### src/rtl/aes_192_feeder_pkg.sv
// Shared types and sizes for the AES-192 feeder.
// The FSM state encoding and the word counts of the key and state vectors live here.
package aes192_feeder_pkg;

  localparam int WORD_W      = 32;
  localparam int KEY_WORDS   = 6;
  localparam int STATE_WORDS = 4;

  typedef enum logic [2:0] {
    IDLE       = 3'd0,
    LOAD_KEY   = 3'd1,
    LOAD_STATE = 3'd2,
    START      = 3'd3,
    WAIT_ACK   = 3'd4,
    WAIT_DONE  = 3'd5,
    RESULT     = 3'd6
  } feeder_state_e;

endpackage

### src/rtl/aes_192_feeder_word_shifter.sv
// Word-serial loader: each loaded word enters at the bottom, so the first word of a
// sequence ends up in the most-significant slot once all words are in.
module aes192_word_shifter
  import aes192_feeder_pkg::*;
#(
  parameter int P_WORD_W  = WORD_W,
  parameter int P_N_WORDS = STATE_WORDS
) (
  input  logic                          i_clk,
  input  logic                          i_rst,
  input  logic                          i_load,
  input  logic                          i_clear,
  input  logic [P_WORD_W-1:0]           i_word,
  output logic [P_WORD_W*P_N_WORDS-1:0] o_vec
);

  logic [P_WORD_W*P_N_WORDS-1:0] r_vec;

  // shift register; clear takes priority over load
  always_ff @(posedge i_clk or posedge i_rst) begin
    if (i_rst) begin
      r_vec <= '0;
    end else if (i_clear) begin
      r_vec <= '0;
    end else if (i_load) begin
      r_vec <= {r_vec[P_WORD_W*(P_N_WORDS-1)-1:0], i_word};
    end else begin
      r_vec <= r_vec;
    end
  end

  assign o_vec = r_vec;

endmodule

### src/rtl/aes_192_feeder.sv
// Sequencer in front of the pipelined AES-192 core: word loading, start edge, watchdog, result port.
// Optional build macro AES192_FEEDER_ZEROISE_EN wipes key, state and result after each job.
module aes_192_feeder
  import aes192_feeder_pkg::*;
#(
  parameter int START_HOLD = 2,
  parameter int TIMEOUT    = 63
) (
  input  logic         clk,
  input  logic         rst_i,
  input  logic         in_valid,
  output logic         in_ready,
  input  logic [31:0]  in_data,
  input  logic         in_key_reuse,
  output logic         core_start,
  output logic [127:0] core_state,
  output logic [191:0] core_key,
  input  logic [127:0] core_out,
  input  logic         core_out_valid,
  output logic         res_valid,
  input  logic         res_ready,
  output logic [127:0] res_data,
  output logic         err_timeout
);

`ifdef AES192_FEEDER_ZEROISE_EN
  localparam logic ZEROISE_EN = 1'b1;
`else
  localparam logic ZEROISE_EN = 1'b0;
`endif

  localparam logic [2:0] C_KEY_LAST   = 3'(KEY_WORDS - 1);
  localparam logic [2:0] C_STATE_LAST = 3'(STATE_WORDS - 1);
  localparam logic [2:0] C_HOLD_LAST  = 3'(START_HOLD - 1);
  localparam logic [7:0] C_WDOG_LAST  = 8'(TIMEOUT - 1);

  feeder_state_e r_state;
  logic [2:0]    r_cnt;
  logic [7:0]    r_wdog;
  logic          r_key_loaded;
  logic          r_in_ready;
  logic          r_core_start;
  logic          r_res_valid;
  logic          r_err_timeout;
  logic [127:0]  r_res_data;

  feeder_state_e w_next_state;
  logic [2:0]    w_next_cnt;
  logic [7:0]    w_next_wdog;
  logic          w_next_key_loaded;
  logic          w_accept;
  logic          w_key_load;
  logic          w_state_load;
  logic          w_res_capture;
  logic          w_timeout;
  logic          w_zeroise;

  assign w_accept = in_valid & r_in_ready;

  // state register
  always_ff @(posedge clk or posedge rst_i) begin
    if (rst_i) begin
      r_state <= IDLE;
    end else begin
      r_state <= w_next_state;
    end
  end

  // next-state, counters and datapath strobes
  always_comb begin
    w_next_state      = r_state;
    w_next_cnt        = r_cnt;
    w_next_wdog       = r_wdog;
    w_next_key_loaded = r_key_loaded;
    w_key_load        = 1'b0;
    w_state_load      = 1'b0;
    w_res_capture     = 1'b0;
    w_timeout         = 1'b0;
    w_zeroise         = 1'b0;
    case (r_state)
      IDLE: begin
        if (w_accept) begin
          w_next_cnt = 3'd1;
          if (in_key_reuse && r_key_loaded) begin
            w_state_load = 1'b1;
            w_next_state = LOAD_STATE;
          end else begin
            w_key_load   = 1'b1;
            w_next_state = LOAD_KEY;
          end
        end else begin
          w_next_state = IDLE;
        end
      end
      LOAD_KEY: begin
        if (w_accept) begin
          w_key_load = 1'b1;
          if (r_cnt == C_KEY_LAST) begin
            w_next_key_loaded = 1'b1;
            w_next_cnt        = 3'd0;
            w_next_state      = LOAD_STATE;
          end else begin
            w_next_cnt = r_cnt + 3'd1;
          end
        end else begin
          w_next_state = LOAD_KEY;
        end
      end
      LOAD_STATE: begin
        if (w_accept) begin
          w_state_load = 1'b1;
          if (r_cnt == C_STATE_LAST) begin
            w_next_cnt   = 3'd0;
            w_next_wdog  = 8'd0;
            w_next_state = START;
          end else begin
            w_next_cnt = r_cnt + 3'd1;
          end
        end else begin
          w_next_state = LOAD_STATE;
        end
      end
      START, WAIT_ACK, WAIT_DONE: begin
        w_next_wdog = r_wdog + 8'd1;
        // the watchdog overrides whatever the core is doing in this cycle
        if (r_wdog == C_WDOG_LAST) begin
          w_timeout    = 1'b1;
          w_zeroise    = ZEROISE_EN;
          w_next_cnt   = 3'd0;
          w_next_state = IDLE;
        end else begin
          case (r_state)
            START: begin
              if (r_cnt == C_HOLD_LAST) begin
                w_next_cnt   = 3'd0;
                w_next_state = WAIT_ACK;
              end else begin
                w_next_cnt = r_cnt + 3'd1;
              end
            end
            WAIT_ACK: begin
              // a valid still high from the previous job is stale; wait for it to drop
              if (!core_out_valid) begin
                w_next_state = WAIT_DONE;
              end else begin
                w_next_state = WAIT_ACK;
              end
            end
            WAIT_DONE: begin
              if (core_out_valid) begin
                w_res_capture = 1'b1;
                w_next_state  = RESULT;
              end else begin
                w_next_state = WAIT_DONE;
              end
            end
            default: begin
              w_next_state = IDLE;
            end
          endcase
        end
      end
      RESULT: begin
        if (res_ready) begin
          w_zeroise    = ZEROISE_EN;
          w_next_state = IDLE;
        end else begin
          w_next_state = RESULT;
        end
      end
      default: begin
        w_next_cnt   = 3'd0;
        w_next_state = IDLE;
      end
    endcase
    if (w_zeroise) begin
      w_next_key_loaded = 1'b0;
    end else begin
      w_next_key_loaded = w_next_key_loaded;
    end
  end

  // counters, key flag and registered output decodes
  always_ff @(posedge clk or posedge rst_i) begin
    if (rst_i) begin
      r_cnt         <= 3'd0;
      r_wdog        <= 8'd0;
      r_key_loaded  <= 1'b0;
      r_in_ready    <= 1'b0;
      r_core_start  <= 1'b0;
      r_res_valid   <= 1'b0;
      r_err_timeout <= 1'b0;
    end else begin
      r_cnt         <= w_next_cnt;
      r_wdog        <= w_next_wdog;
      r_key_loaded  <= w_next_key_loaded;
      r_in_ready    <= (w_next_state == IDLE) || (w_next_state == LOAD_KEY) ||
                       (w_next_state == LOAD_STATE);
      r_core_start  <= (w_next_state == START);
      r_res_valid   <= (w_next_state == RESULT);
      r_err_timeout <= w_timeout;
    end
  end

  // ciphertext holding register
  always_ff @(posedge clk or posedge rst_i) begin
    if (rst_i) begin
      r_res_data <= 128'd0;
    end else if (w_zeroise) begin
      r_res_data <= 128'd0;
    end else if (w_res_capture) begin
      r_res_data <= core_out;
    end else begin
      r_res_data <= r_res_data;
    end
  end

  aes192_word_shifter #(
    .P_WORD_W (WORD_W),
    .P_N_WORDS(KEY_WORDS)
  ) u_key_shifter (
    .i_clk  (clk),
    .i_rst  (rst_i),
    .i_load (w_key_load),
    .i_clear(w_zeroise),
    .i_word (in_data),
    .o_vec  (core_key)
  );

  aes192_word_shifter #(
    .P_WORD_W (WORD_W),
    .P_N_WORDS(STATE_WORDS)
  ) u_state_shifter (
    .i_clk  (clk),
    .i_rst  (rst_i),
    .i_load (w_state_load),
    .i_clear(w_zeroise),
    .i_word (in_data),
    .o_vec  (core_state)
  );

  assign in_ready    = r_in_ready;
  assign core_start  = r_core_start;
  assign res_valid   = r_res_valid;
  assign res_data    = r_res_data;
  assign err_timeout = r_err_timeout;

endmodule

### config.mk
export PLATFORM = sky130hd
export DESIGN_NAME = aes_192_feeder
export DESIGN_NICKNAME = d
export VERILOG_FILES = /design/src/rtl/aes_192_feeder_pkg.sv /design/src/rtl/aes_192_feeder_word_shifter.sv /design/src/rtl/aes_192_feeder.sv
export SDC_FILE = /design/constraint.sdc
export NUM_CORES = 1
export LEC_CHECK = 0
export ABC_AREA = 1
export BUFFER_PORTS_ARGS = -buffer_cell sky130_fd_sc_hd__buf_2
export CELL_PAD_IN_SITES_DETAIL_PLACEMENT = 1
export CELL_PAD_IN_SITES_GLOBAL_PLACEMENT = 1
export CORE_UTILIZATION = 24
export CTS_BUF_LIST = sky130_fd_sc_hd__clkbuf_16
export DETAILED_ROUTE_END_ITERATION = 7
export PLACE_DENSITY_LB_ADDON = 0.1
export SLEW_MARGIN = 15
export SYNTH_ARGS = -nofsm -noshare
export SYNTH_HDL_FRONTEND = slang
export SYNTH_SLANG_ARGS = --single-unit
### constraint.sdc
create_clock -name clk -period 15.8 [get_ports clk]
set_input_delay 0.79 -clock clk [delete_from_list [all_inputs] [get_ports clk]]
set_output_delay 0.79 -clock clk [all_outputs]
set_load 0.01 [all_outputs]
# --- Word-level counts from Yosys, hierarchy flattened ---
# Index checks and enable logic that the tools add are counted.
classes:
  reduce_logical: 10
  n_mux: 38
  n_addsub: 2
  n_eq_ne: 19
  n_bitwise: 2
ops:
  columns: ["cell", "count"]
  rows:
  - ["two-way mux 3 bit", 16]
  - ["one-hot mux 3 bit (5 select lines)", 2]
  - ["two-way mux 8 bit", 2]
  - ["one-hot mux 8 bit (2 select lines)", 1]
  - ["== test 3 x 2 -> 1 bit, second input constant", 5]
  - ["== test 3 bit, second input constant", 5]
  - ["two-way mux 1 bit", 12]
  - ["== test 3 x 1 -> 1 bit, second input constant", 3]
  - ["one-hot mux 3 bit (3 select lines)", 1]
  - ["adder 8 x 1 -> 8 bit, second input constant", 1]
  - ["== test 8 x 6 -> 1 bit, second input constant", 1]
  - ["inequality test 2 bit, second input constant", 4]
  - ["zero test 3 bit", 2]
  - ["AND reduction 3 bit", 2]
  - ["AND reduction 5 bit", 1]
  - ["two-way mux 2 bit", 2]
  - ["one-hot mux 1 bit (2 select lines)", 2]
  - ["adder 3 x 1 -> 3 bit, second input constant", 1]
  - ["inequality test 3 bit, second input constant", 1]
  - ["OR reduction 3 bit", 1]
  - ["logical OR 1 bit", 2]
  - ["nonzero test 2 bit", 1]
  - ["bitwise AND 1 bit", 1]
  - ["logical AND 1 bit", 1]
  - ["NOT 1 bit", 1]
totals:
  input_bits: 166
  out_inout_bits: 452
  elab_cells: 82
  ff_bits: 467

# --- Depth between registers and ports, before layout ---
logic_depth:
  word_depth: 8
  ltp_mapped: 10
  ltp_nobuf: 10

# --- Cells and area by module ---
# From an unflattened synthesis, not the netlist that was laid out.
hier_totals:
  cells_unflattened: 2106
  hier_area_um2: 18977.0
modules_own_cells:
  columns: ["mod", "instances", "seq_area_each_um2", "cells_each", "area_each_um2"]
  rows:
  - ["aes192_word_shifter (u_key_shifter)", 1, 4804.6, 834, 7609.8]
  - ["aes_192_feeder", 1, 3678.5, 715, 6328.6]
  - ["aes192_word_shifter (u_state_shifter)", 1, 3203.1, 557, 5038.6]

# --- Worst setup path after synthesis ---
# Ideal clock, no wire load.
synth_timing:
  kind: "input -> register"
  startpoint: "in in_valid"
  endpoint: "reg u_key_shifter.r_vec[151] (netlist: u_key_shifter.o_vec[151])"
  t_arrival_ns: 1.715
  setup_time_ns: 0.124
  path_buffers: 2
  required_ns: 15.676
  path_stages: 7
  slack_ns: 13.961
  path_cell_list: "nand2_1 > inv_1 > nand4_1 > o21ai_2 > buf_2 > buf_4 > a21oi_1"
synth_between:
  elab_chain_cells: 3
  word_cells_on_any_way: 4
  classes_between: "mux (3); bitwise (1)"
synth_lines:
  columns: ["item", "line_no", "rtl"]
  rows:
  - ["start, declared", "aes_192_feeder.sv:11", "input logic in_valid,"]
  - ["bitwise AND 1 bit *", "aes_192_feeder.sv:58", "assign w_accept = in_valid & r_in_ready;"]
  - ["two-way mux 1 bit, on equally long branches", "aes_192_feeder.sv:96, aes_192_feeder.sv:82", null]
  - ["one-hot mux 1 bit (2 select lines) *", "aes_192_feeder.sv:80", "case (r_state)"]
  - ["end signal, assigned", "aes_192_feeder_word_shifter.sv:26", "r_vec <= {r_vec[P_WORD_W*(P_N_WORDS-1)-1:0], i_word};"]
  - ["end signal, assigned", "aes_192_feeder_word_shifter.sv:28", "r_vec <= r_vec;"]
  - ["end, declared", "aes_192_feeder_word_shifter.sv:17", "logic [P_WORD_W*P_N_WORDS-1:0] r_vec;"]
# Every way passes the cells marked *; elsewhere a longest branch is shown, timed or not.
# A chain may end at the register's enable or synchronous reset.

# --- Worst setup path in the final report ---
layout_timing:
  startpoint: "reg r_state[0]"
  endpoint: "reg u_key_shifter.r_vec[125] (netlist: u_key_shifter.o_vec[125])"
layout_between:
  elab_chain_cells: 2
  word_cells_on_any_way: 3
  classes_between: "eq/ne (1); mux (1); reduce/logical (1)"
layout_lines:
  columns: ["item", "line_no", "rtl"]
  rows:
  - ["start, declared", "aes_192_feeder.sv:37", "feeder_state_e r_state;"]
  - ["start signal, assigned", "aes_192_feeder.sv:65", "r_state <= w_next_state;"]
  - ["== test 3 x 1 -> 1 bit or zero test 3 bit (tied branches)", "aes_192_feeder.sv:80", null]
  - ["one-hot mux 1 bit (2 select lines) *", "aes_192_feeder.sv:80", null]
# Marked as above.

==> run metrics <==
total CTS buffers=58; Critical Path End Type=flip-flop; Row Count=101; maximum clock rate=284 MHz; startpoint types=flip-flop; CTS tree=built; final WL=68.0 mm; Critical Path Most Common Cell=buf_4; P per Cell Area=227 mW/mm2; GRT Util Overall=17.0%; TNS Setup=0 ns; Period minus WS final=3.53 ns; outcome=finished clean; FF+latch count, synth=467; Min-Delay Path Class=in -> async; RePlAce Congestion=0.779; clock share of power=about a quarter; Switch Pwr=around 2.2 mW; Net Sw Frac=40.5%; DP Wirelength=49.3 mm; DRT iter0 DRCs=744; clk_skew=0.00969 ns; Post-Syn Instances=1,970; CP Class=reg -> reg; cell area after layout=0.0241 mm2; Final Setup Violations=0; Peak VDD IR=around 0.00009 V; initial antenna violation count=9; # nets final=2,724; unrepaired setup endpoints after global routing=no; max cap viols=0; Resized Gates After CTS=0; crit-path max cell delay=around 0.94 ns; Hold Buf Count CTS=0; die area=approximately 0.078 mm2; setup repair bufs after CTS=0; Congestion Overflow GR=0; Reg clk slew, reported paths=0.06 ns; clock root buffer master=clkbuf_16; remaining routing DRC violations=0; I/O pin cnt=618; share of cells above drive strength 1=28.6%; Buf/Inv on CP=2; Slew Viols, Final=0; Crit path arrival time=3.96 ns; cells along the critical path=nand3_2 > o21ai_4 > buf_4 > buf_4 > o21ai_0; sequential share of power=39.0%; clock net sink count=467; Req. time, crit path=16.24 ns; Area Growth Syn to Fin=30.4%; die span in x=280 um; yosys warns=0; internal power=3.27 mW; clk_lat worst skew=0.61 ns; Slowest-stage cell, CP=buf_4; htree depth=2; Cell Area, Placed=about 0.022 mm2; CORE AREA=0.0761 mm2; CP delay by family, top=buffers and inverters; PortBufs=617; Initial Util=between 20% and 30%; drt pass-1 iters=4; hold slack=0.385 ns; total power=5.49 mW; syn_nets=2,142; library cells used by synthesis=30; Avg Cell Area, Syn=9.39 um2; worst-path fanout max=111; fin crit share=22.3%; post-synthesis instance area=0.0185 mm2; largest net degree at the start of global routing=162; Core Util, Final=31.7%; via/cell ratio=4.21; routed vias=15,306; final hold violation count=0; Seq/Total Area, Yosys=63.1%; Rel. slew slack=23.2%; Worst Tran Pin Value=1.15 ns; CTS max path bufs=3; first-pass GRT wire length=102 mm; drt wl/cell=18.7 um; Die Ht=between 200 and 300 um; LEAKAGE=roughly 13 nW; vias in the first global route=15,888; ANT nets after route=0; Gate power share=37.3%
-- state kept, by name (all words and copies together), names as in the netlist --
name	flops
err_timeout	1
res_data	128
r_state	3
core_start	1
r_wdog	8
u_state_shifter.o_vec	128
in_ready	1
r_cnt	3
res_valid	1
r_key_loaded	1
u_key_shifter.o_vec	192
-- through the flow --
step,instances,worst slack [ns]
6_report,3632,12.27
3_3_place_gp,3522,12.05
5_1_grt,3628,11.93
3_5_place_dp,3522,11.89
2_1_floorplan,1970,1.99
4_1_cts,3627,12.24
-- cells in the final DEF, fill, tap and decap left out, types with 2 or more instances in the layout --
cell type and count:
nand4_1 2, buf_4 12, nand2_1 488, clkinv_1 18, nand3b_1 2, clkbuf_16 61, a21oi_1 88, inv_1 279
buf_2 617, a21oi_2 20, nand3_1 112, nor2_4 2, nand2_4 2, clkinv_2 7, nor2_1 129, bufinv_16 5
o21ai_1 103, diode_2 5, o21ai_0 153, inv_2 4, or2_2 2, ha_1 6, dfrtp_1 467, xor2_1 3
o22ai_1 2
-- layer usage --
metal	wire (um)	up-vias	share of wire, %	GRT usage [%]
met3	6380	101	9.4	6.67
li1	-	7306	-	-
met4	1540	12	2.3	4.27
met1	26500	7452	39	19.7
met2	33400	435	49	29.1
met5	94	-	0.14	0
-- cell usage after synthesis --
master	number	share of area, %
nand2_2	3	0.10
o22ai_1	2	0.068
nand2_1	488	9.9
nand3b_1	2	0.081
o21ai_0	153	4.1
nor2_1	129	2.6
nand4_1	2	0.068
inv_1	268	5.4
a21oi_2	20	0.95
nand3_2	1	0.054
nand4_4	1	0.11
buf_2	32	0.87
nor2_4	2	0.12
o21ai_1	103	2.8
ha_1	6	0.41
or2_2	2	0.068
clkbuf_1	9	0.18
nor2_2	1	0.034
xnor2_1	1	0.047
a21oi_1	88	2.4
xor2_1	3	0.14
nand3_4	1	0.095
inv_2	4	0.081
nor3_1	1	0.027
buf_6	17	1.0
buf_1	4	0.081
buf_4	46	1.9
o21ai_2	2	0.095
nand3_1	112	3.0
dfrtp_1	467	63
-- path summary, 6_finish.rpt --
path / from / end / slack (ns) / depth (start not counted)
min: rst_i / res_data[92]$_DFFE_PP0P_ / 0.38 / 2
max in group asynchronous: rst_i / u_state_shifter.o_vec[22]$_DFFE_PP0P_ / 12.99 / 4
min in group clk: in_data[4] / u_state_shifter.o_vec[4]$_DFFE_PP0P_ / 0.39 / 3
min reg2reg: r_key_loaded$_DFFE_PP0P_ / r_key_loaded$_DFFE_PP0P_ / 0.47 / 1
max: r_state[0]$_DFF_PP0_ / u_key_shifter.o_vec[125]$_DFFE_PP0P_ / 12.27 / 5
max reg2reg: r_state[0]$_DFF_PP0_ / u_key_shifter.o_vec[125]$_DFFE_PP0P_ / 12.27 / 5
-- cell families (layout without fill, tap and decap cells) --
group	count (synthesis)	in the layout	share of synthesized area, %
AND/OR/NAND/NOR	745	745	16.3
flip-flops	467	467	63.1
buffers and inverters	380	1007	9.55
AO/OA/AOI/OAI	368	368	10.4
adder cells (fa/ha/maj)	6	6	0.406
XOR/XNOR	4	4	0.189
other	0	5	0
-- power groups by stage --
stage	logic, mW	clock network, mW	registers, mW
finish	2.05	1.30	2.14
global route	2.30	1.40	2.23
CTS	2.11	1.36	2.17
detailed placement	2.10	0	2.18
global placement	2.06	0	2.16
floorplan	0.903	0	2.34
-- area by class of cell --
cell class,count,area (um2)
Tap cell,1030,1290
Clock inverter,44,315
Inverter,272,1030
Clock buffer,61,1530
Multi-Input combinational cell,1123,5070
Fill cell,9017,51900
Antenna cell,5,12.5
Sequential cell,467,11700
Timing Repair Buffer,630,3200
Note: power is estimated with default switching activity, not from simulation.
